[config.mk]
export PLATFORM = sky130hd
export DESIGN_NAME = regfile_dump_reader
export DESIGN_NICKNAME = d
export VERILOG_FILES = /design/src/rtl/regfile_dump_reader.sv
export SDC_FILE = /design/constraint.sdc
export NUM_CORES = 1
export LEC_CHECK = 0
export CORE_MARGIN = 1
export CORE_UTILIZATION = 41
export CTS_BUF_LIST = sky130_fd_sc_hd__clkbuf_8
export DETAILED_ROUTE_END_ITERATION = 10
export GPL_TIMING_DRIVEN = 0
export PLACE_DENSITY_LB_ADDON = 0.3
export SLEW_MARGIN = 10
export SYNTH_ARGS = -nofsm -noshare
export SYNTH_HDL_FRONTEND = slang
export SYNTH_SLANG_ARGS = --single-unit
[constraint.sdc]
create_clock -name Clk -period 2.05 [get_ports Clk]
set_input_delay 0.41 -clock Clk [delete_from_list [all_inputs] [get_ports Clk]]
set_output_delay 0.41 -clock Clk [all_outputs]
set_load 0.1 [all_outputs]
[src/rtl/regfile_dump_reader.sv]
// Debug read-out engine: walks register-file read port A over a fixed index
// range, waits for BusA to settle, and streams each value out on valid/ready.
module regfile_dump_reader #(
  parameter int unsigned FIRST_REG = 0,
  parameter int unsigned LAST_REG  = 31,
  parameter int unsigned READ_WAIT = 2
) (
  input  logic        Clk,
  input  logic        Resetn,
  input  logic        Start,
  input  logic        Abort,
  output logic [4:0]  RA,
  input  logic [63:0] BusA,
  output logic [63:0] DumpData,
  output logic [4:0]  DumpIdx,
  output logic        DumpValid,
  input  logic        DumpReady,
  output logic        Busy,
  output logic        Done
);

  localparam int unsigned IDX_W  = 5;
  localparam int unsigned DATA_W = 64;
  // Counter holds READ_WAIT-1 at most; keep at least one bit when READ_WAIT==1.
  localparam int unsigned CNT_W  = (READ_WAIT > 1) ? $clog2(READ_WAIT) : 1;

  typedef enum logic [1:0] {
    S_IDLE    = 2'd0,
    S_SETUP   = 2'd1,
    S_PRESENT = 2'd2,
    S_FINISH  = 2'd3
  } state_t;

  state_t              r_state;
  logic [IDX_W-1:0]    r_ra;
  logic [CNT_W-1:0]    r_cnt;
  logic [DATA_W-1:0]   r_data;
  logic [IDX_W-1:0]    r_idx;
  logic                r_valid;
  logic                r_busy;
  logic                r_done;

  state_t              w_state_nxt;
  logic [IDX_W-1:0]    w_ra_nxt;
  logic [CNT_W-1:0]    w_cnt_nxt;
  logic [DATA_W-1:0]   w_data_nxt;
  logic [IDX_W-1:0]    w_idx_nxt;
  logic                w_valid_nxt;
  logic                w_accept;
  logic                w_last;

  assign w_accept = r_valid && DumpReady;
  assign w_last   = (r_ra == IDX_W'(LAST_REG));

  // Next-state and datapath update; Abort wins over acceptance.
  always_comb begin
    w_state_nxt = r_state;
    w_ra_nxt    = r_ra;
    w_cnt_nxt   = r_cnt;
    w_data_nxt  = r_data;
    w_idx_nxt   = r_idx;
    w_valid_nxt = r_valid;

    case (r_state)
      S_IDLE: begin
        if (Start && !Abort) begin
          w_ra_nxt    = IDX_W'(FIRST_REG);
          w_cnt_nxt   = CNT_W'(READ_WAIT - 1);
          w_state_nxt = S_SETUP;
        end
      end
      S_SETUP: begin
        if (Abort) begin
          w_valid_nxt = 1'b0;
          w_state_nxt = S_IDLE;
        end else if (r_cnt != '0) begin
          w_cnt_nxt = r_cnt - CNT_W'(1);
        end else begin
          w_data_nxt  = BusA;
          w_idx_nxt   = r_ra;
          w_valid_nxt = 1'b1;
          w_state_nxt = S_PRESENT;
        end
      end
      S_PRESENT: begin
        if (Abort) begin
          w_valid_nxt = 1'b0;
          w_state_nxt = S_IDLE;
        end else if (w_accept) begin
          w_valid_nxt = 1'b0;
          if (w_last) begin
            w_state_nxt = S_FINISH;
          end else begin
            w_ra_nxt    = r_ra + IDX_W'(1);
            w_cnt_nxt   = CNT_W'(READ_WAIT - 1);
            w_state_nxt = S_SETUP;
          end
        end
      end
      S_FINISH: begin
        w_valid_nxt = 1'b0;
        w_state_nxt = S_IDLE;
      end
      default: begin
        w_valid_nxt = 1'b0;
        w_state_nxt = S_IDLE;
      end
    endcase
  end

  // State and output registers; Busy/Done derive from the next state so they stay registered.
  always_ff @(posedge Clk) begin
    if (!Resetn) begin
      r_state <= S_IDLE;
      r_ra    <= '0;
      r_cnt   <= '0;
      r_data  <= '0;
      r_idx   <= '0;
      r_valid <= 1'b0;
      r_busy  <= 1'b0;
      r_done  <= 1'b0;
    end else begin
      r_state <= w_state_nxt;
      r_ra    <= w_ra_nxt;
      r_cnt   <= w_cnt_nxt;
      r_data  <= w_data_nxt;
      r_idx   <= w_idx_nxt;
      r_valid <= w_valid_nxt;
      r_busy  <= (w_state_nxt != S_IDLE);
      r_done  <= (w_state_nxt == S_FINISH);
    end
  end

  assign RA        = r_ra;
  assign DumpData  = r_data;
  assign DumpIdx   = r_idx;
  assign DumpValid = r_valid;
  assign Busy      = r_busy;
  assign Done      = r_done;

endmodule

==> metrics.yaml, run 1 <==
critical_path:
  critPathMaxStageDelay_ns: 0.86
  arrival_ns: 1.58
  cp_num_cells: 1
  path_class: "flop to output port"
  r2r_slack_ns: 0.14
  timing.rr.start: "RA[0]$_SDFFE_PN0P_"
  cpLargestDelayFamily: "buffers and inverters"
  cp_cell_sequence: "dlygate4sd2_1"
  cp-end-kind: "output port"
  cp.buffers_inverters: 1
  crit_path_start_kind: "flop"
  required_ns: 1.64
  cp_slowest_cell: "dlygate4sd2_1"
  reg2regPathDepth: 6
  r2r_end: "RA[3]$_SDFFE_PN0P_"
  cp_max_fo: 6
placement:
  dp_hpwl_um: 5920
  gp_congestion: 0.807
  port_buffers: 144
yosys:
  synth_edf_count: 0
  synthCells: 364
  synth_ff_type: "dfxtp_1"
  yosysMostFrequentCell: "nand2_1"
  synth.area.top_cells: "dfxtp_1 55%, nand2_1 18%, a21oi_1 13%, clkbuf_1 2.8%, ha_1 0.86%"
  synth_seq_area_share_pct: 54.9
  synth_cell_types: 35
  synth.avg_cell_area_um2: 8.01
  yosysTopAreaCell: "dfxtp_1"
  synthArstFlopShare_pct: 0
  synth_warnings: 0
  synth_top_area_share_pct: 54.9
  syn_nets: 435
  synth_seq_cells: 80
  syn_area_um2: 2920
  yosys-top-cells-count: "142 x nand2_1, 80 x dfxtp_1, 75 x a21oi_1, 22 x clkbuf_1"
min_path:
  min_to: "r_state[0]$_SDFF_PN0_"
  hold_path.class: "primary input to flop"
  worstHoldStart: "Abort"
  min_path_cells: 2
clock_network:
  cts_buffers: 9
  clk_latency_ns: 0.35
  cts_buffer_depth: 2
  cts_max_level: 3
  numClockSinks: 80
  clk_pin_slew_ns: 0.07
  cts_root_buf: "clkbuf_8"
  holdBufCountCts: 0
  cts_tree: "yes"
global_routing:
  grt_first_pass_wirelength_um: 13000
  antenna_found_initial: 0
  grtUsageTotal_pct: 22.3
  grt_max_degree: 14
  overflow: 0
  grt_pass1_vias: 2766
detailed_routing:
  wl_per_cell_um: 13.0
  routed_via_density: 4.79
  drtAntennaViolNets: 0
  drt_wl_total_um: 8110
  vias: 2978
  drt-pass1-iter-count: 4
  drtIter0Drc: 88
  route.detailed.drc: 0
cells_and_area:
  area_delta_synth_final_pct: 57.3
  drive_gt1_share_pct: 5.51
  num_antenna_cells: 0
  num-nets-final: 592
  fillers: 615
floorplanning:
  die_x_um: 86.3
  core_um2: 6830
  die-area_um2: 7450
  num_rows: 30
  io_pins: 146
  die-height_um: 86.3
  initial_utilization_pct: 42.7
timing:
  clock_skew_ns: 0.0104
  setup_viol: 0
  slew_violations: 0
  fin_crit_sh_pct: 97.1
  hold_viol_final: 0
  clock.fmax_mhz: 502
  holdWs_ns: 0.294
  rsz0062_at_grt: "false"
  tightest_slew_ns: 0.990
  fin_crit_ns: 1.99
  slew_headroom_pct: 34.2
power:
  power_density_nw_per_um2: 676
  power_leakage_nw: 1.93
  peakVddDrop_mv: 0.408
  power.total_mw: 3.10
status:
  status: "finished, final reports clean"
job:
  maxCapViolations: 0
==> placed cells by master, fill, tap and decap left out, types with 2 or more instances in the layout <==
master / instances
clkinv_2: 2
nor2_1: 3
buf_2: 3
ha_1: 2
nor3_1: 2
dlygate4sd2_1: 75
inv_1: 3
o211ai_1: 2
clkbuf_1: 22
or4_1: 2
dfxtp_2: 3
nand3_1: 3
clkinvlp_4: 2
buf_4: 2
nand2_1: 142
clkbuf_8: 10
clkdlybuf4s50_1: 67
dfxtp_4: 2
or4b_1: 2
a21oi_1: 75
o31ai_1: 2
dfxtp_1: 75
nor4_1: 2
==> power breakdown <==
| part | total (mW) | leakage [nW] | switching, mW | internal [mW] |
|---|---|---|---|---|
| sequential | 1.59 | 0.650 | 0.0153 | 1.58 |
| combinational | 0.471 | 1.19 | 0.300 | 0.171 |
| clock | 1.04 | 0.0898 | 0.570 | 0.465 |
==> logic make-up after synthesis <==
kind of cell | count (synthesis) | share of synthesized area, %
multiplexers | 1 | 0.343
AND/OR/NAND/NOR | 163 | 23.2
buffers and inverters | 30 | 4.25
adder cells (fa/ha/maj) | 2 | 0.858
flip-flops | 80 | 54.9
AO/OA/AOI/OAI | 88 | 16.4
==> worst max path at each step <==
stage | slack (ns) | end | from
3_5_place_dp | -0.12 | DumpData[17]$_SDFFE_PN0P_ | Resetn
6_report | 0.06 | RA[0] | RA[0]$_SDFFE_PN0P_
5_1_grt | 0.009 | DumpValid | DumpValid$_SDFFE_PN0P_
2_1_floorplan | 0.01 | RA[3]$_SDFFE_PN0P_ | RA[0]$_SDFFE_PN0P_
3_3_place_gp | -0.11 | DumpData[10]$_SDFFE_PN0P_ | Abort
4_1_cts | 0.01 | RA[4] | RA[4]$_SDFFE_PN0P_
==> through the flow <==
stage	cell area [µm²]	setup slack [ns]	utilization, %	setup TNS [ns]	std cells
final	4590	0.0591	67.1	0	622
after global routing	4590	0.00913	67.1	0	622
after CTS	4580	0.0106	67.0	0	622
after detailed placement	4490	-0.116	65.7	-4.02	604
after global placement	4490	-0.113	65.7	-3.12	604
after floorplan	2930	0.0118	-	0	364
==> what timing repair did <==
| item | in CTS | in global routing |
|---|---|---|
| pin swaps | 0 | 0 |
| setup endpoints to repair | 78 | 60 |
| resized for setup | 77 | 4 |
| buffers inserted | 2 | 0 |
==> routing by layer <==
layer / share of wire [%] / track usage, %
met5: 0 / 0
met4: 1.4 / 8.79
met3: 8.6 / 8.86
met2: 47 / 36.9
met1: 43 / 25.8
==> area by class of cell <==
type | instances | area [µm²] | share of cell area, %
clock buffer | 10 | 138 | 3.00
inverter | 3 | 11.3 | 0.246
tap | 96 | 120 | 2.62
timing repair buffer | 146 | 1360 | 29.6
sequential | 80 | 1610 | 35.2
clock inverter | 6 | 35.0 | 0.764
buffer | 27 | 113 | 2.46
multi-input combinational | 254 | 1200 | 26.1
==> sequential cells by signal, summed over array words and instances, names as in the netlist <==
signal     count
DumpValid      1
DumpData      64
Busy           1
RA             5
r_cnt          1
Done           1
r_state        2
DumpIdx        5
No activity file was read; power rests on OpenSTA's default activity.
==> inputs of run 2 (changes only) <==
--- a/config.mk
+++ b/config.mk
@@ -6,11 +6,12 @@
 export NUM_CORES = 1
 export LEC_CHECK = 0
 export CORE_MARGIN = 1
-export CORE_UTILIZATION = 41
+export CORE_UTILIZATION = 37
 export CTS_BUF_LIST = sky130_fd_sc_hd__clkbuf_8
 export DETAILED_ROUTE_END_ITERATION = 10
 export GPL_TIMING_DRIVEN = 0
 export PLACE_DENSITY_LB_ADDON = 0.3
+export SETUP_SLACK_MARGIN = 0.15
 export SLEW_MARGIN = 10
 export SYNTH_ARGS = -nofsm -noshare
 export SYNTH_HDL_FRONTEND = slang
==> constraint.sdc (replaced) <==
create_clock -name Clk -period 1.67 [get_ports Clk]
set_input_delay 0.334 -clock Clk [delete_from_list [all_inputs] [get_ports Clk]]
set_output_delay 0.334 -clock Clk [all_outputs]
set_load 0.1 [all_outputs]
==> metrics.yaml, run 2 (synthesis gave the netlist of run 1 again) <==
floorplanning:
  num_rows: 32  # +6.7%
  initial_utilization_pct: 37.9  # -4.8 points
  die-area_um2: 8240  # +11%
  core_um2: 7690  # +13%
  die_x_um: 90.8  # +5.1%
  die-height_um: 90.8  # +5.1%
  io_pins: 146  # unchanged
global_routing:
  grtUsageTotal_pct: 20.5  # -1.8 points
  grt_first_pass_wirelength_um: 13800  # +6.0%
  antenna_found_initial: 0  # unchanged
  overflow: 0  # unchanged
  grt_pass1_vias: 3068  # +11%
  grt_max_degree: 13  # -1
placement:
  dp_hpwl_um: 5830  # -1.5%
  gp_congestion: 0.769  # -4.6%
  port_buffers: 144  # unchanged
timing:
  clock_skew_ns: 0.0124  # +0.00201 ns
  rsz0062_at_grt: "true"
  slew_violations: 0  # unchanged
  setup_ws_ns: -0.0380  # -0.0970 ns
  hold_viol_final: 0  # unchanged
  tightest_slew_ns: 0.511  # -0.479 ns
  slew_headroom_pct: 66.2  # +32 points
  fin_crit_sh_pct: 102
  clock.fmax_mhz: 585
  setup_viol: 1  # +1
  fin_tns_setup_ns: -0.0380  # -0.0380 ns
  fin_crit_ns: 1.71
clock_network:
  clk_pin_slew_ns: 0.08  # about the same
  cts_tree: "yes"
  cts_root_buf: "clkbuf_8"
  holdBufCountCts: 0  # unchanged
  clk_latency_ns: 0.34  # about the same
  numClockSinks: 80  # unchanged
  cts_buffers: 9  # unchanged
  cts_buffer_depth: 2  # unchanged
  cts_max_level: 3  # unchanged
detailed_routing:
  drt_wl_total_um: 8570  # +5.6%
  route.detailed.drc: 0  # unchanged
  drt-pass1-iter-count: 4  # unchanged
  vias: 3079  # +3.4%
  wl_per_cell_um: 13.4  # +2.8%
  drtIter0Drc: 93  # +5.7%
  routed_via_density: 4.82  # +0.64%
  drtAntennaViolNets: 0  # unchanged
cells_and_area:
  final_cell_mix: "126 x nand2_1, 71 x dfxtp_1, 67 x clkdlybuf4s50_1"
  largest_register_ffs: 64  # unchanged
  area_delta_synth_final_pct: 65.5
  final_common_cell: "nand2_1"
  drive_gt1_share_pct: 34.1  # +29 points
  num-nets-final: 604  # +2.0%
  fin_util_pct: 62.8  # -4.3 points
  fillers: 694  # +13%
  num_antenna_cells: 0  # unchanged
critical_path:
  cpLargestDelayFamily: "simple AND/OR/NAND/NOR gates"
  cp_slowest_cell: "or4_4"
  critPathMaxStageDelay_ns: 0.51  # -0.35 ns
  path_common_cell: "ha_4"
  cp-end-kind: "flop"
  required_ns: 1.94  # +0.30 ns
  cp.buffers_inverters: 0  # -1
  path_class: "flop to flop"
  crit_path_start_kind: "flop"
  cp_max_fo: 4  # -2
  arrival_ns: 1.98  # +0.40 ns
  cp_cell_sequence: "ha_4, and3_4, ha_4, nand3b_1, or4_4, a21oi_2"
power:
  power_density_nw_per_um2: 816  # +21%
  peakVddDrop_mv: 0.511  # +25%
  power_leakage_nw: 1.94  # +0.50%
min_path:
  hold_path.class: "primary input to flop"
job:
  maxCapViolations: 0  # unchanged
status:
  violations: "setup timing"
  status: "finished, violations left"
## run 2: cell count changes in the layout (fill, tap and decap cells not counted), sizes merged
| cell | change |
|---|---|
| buf | +79 |
| bufinv | +1 |
| clkbuf | +9 |
| clkdlybuf4s15 | -1 |
| clkinv | -1 |
| clkinvlp | -1 |
| dlygate4sd2 | -75 |
## run 2: layer usage
layer	share of wire, %	track usage (%)
met1	45	25.0
met2	46	33.9
met3	7.0	5.56
met4	1.4	8.60
met5	0	0
## run 2: metrics by stage
stage          power, mW  setup WS [ns]  std cells  area, µm²  hold WS [ns]
4_1_cts             3.95        -0.0431        639       4620         0.187
5_1_grt             4.11        -0.0892        639       4830         0.188
2_1_floorplan       2.34         -0.272        364       2980         0.464
3_3_place_gp        2.60         -0.375        610       4550         0.438
6_report            3.94        -0.0380        639       4830         0.201
3_5_place_dp        2.60         -0.379        610       4550         0.447
## run 2: path summary, 6_finish.rpt
check	start	cells past startpoint	endpoint	slack [ns]
hold reg to reg	DumpData[24]$_SDFFE_PN0P_	2	DumpData[24]$_SDFFE_PN0P_	0.45
setup reg to reg	RA[1]$_SDFFE_PN0P_	6	RA[2]$_SDFFE_PN0P_	-0.04
hold / removal	Abort	2	r_state[0]$_SDFF_PN0_	0.20
setup / recovery	RA[1]$_SDFFE_PN0P_	6	RA[2]$_SDFFE_PN0P_	-0.04
## run 2: area by class of cell
cell class	instances	area, µm²	share of cell area [%]
Multi-Input combinational cell	254	1440	29.7
Clock inverter	5	50.0	1.04
Buffer	27	216	4.49
Clock buffer	10	138	2.85
Timing Repair Buffer	158	1220	25.3
Sequential cell	80	1630	33.7
Inverter	3	11.3	0.233
Tap cell	102	128	2.64
## run 2: where the power goes
| part | switching (mW) | total, mW | leakage, nW | internal, mW |
|---|---|---|---|---|
| sequential | 0.0219 | 1.96 | 0.653 | 1.93 |
| clock | 0.652 | 1.36 | 0.101 | 0.711 |
| combinational | 0.386 | 0.619 | 1.19 | 0.234 |
| total | 1.06 | 3.94 | 1.94 | 2.88 |
## run 2: timing repair
action | 4_1_cts | 5_1_grt
pin swaps | 24 | 18
setup endpoints to repair | 155 | 65
gates cloned | 1 | 0
gates resized for setup | 443 | 65
buffers inserted | 13 | 0
==> inputs of run 3 (changes only) <==
--- a/config.mk
+++ b/config.mk
@@ -9,6 +9,7 @@
 export CORE_UTILIZATION = 37
 export CTS_BUF_LIST = sky130_fd_sc_hd__clkbuf_8
 export DETAILED_ROUTE_END_ITERATION = 10
+export GPL_ROUTABILITY_DRIVEN = 0
 export GPL_TIMING_DRIVEN = 0
 export PLACE_DENSITY_LB_ADDON = 0.3
 export SETUP_SLACK_MARGIN = 0.15
==> results of run 3 <==
No change in the layout: final DEF, timing and power equal those of run 2.
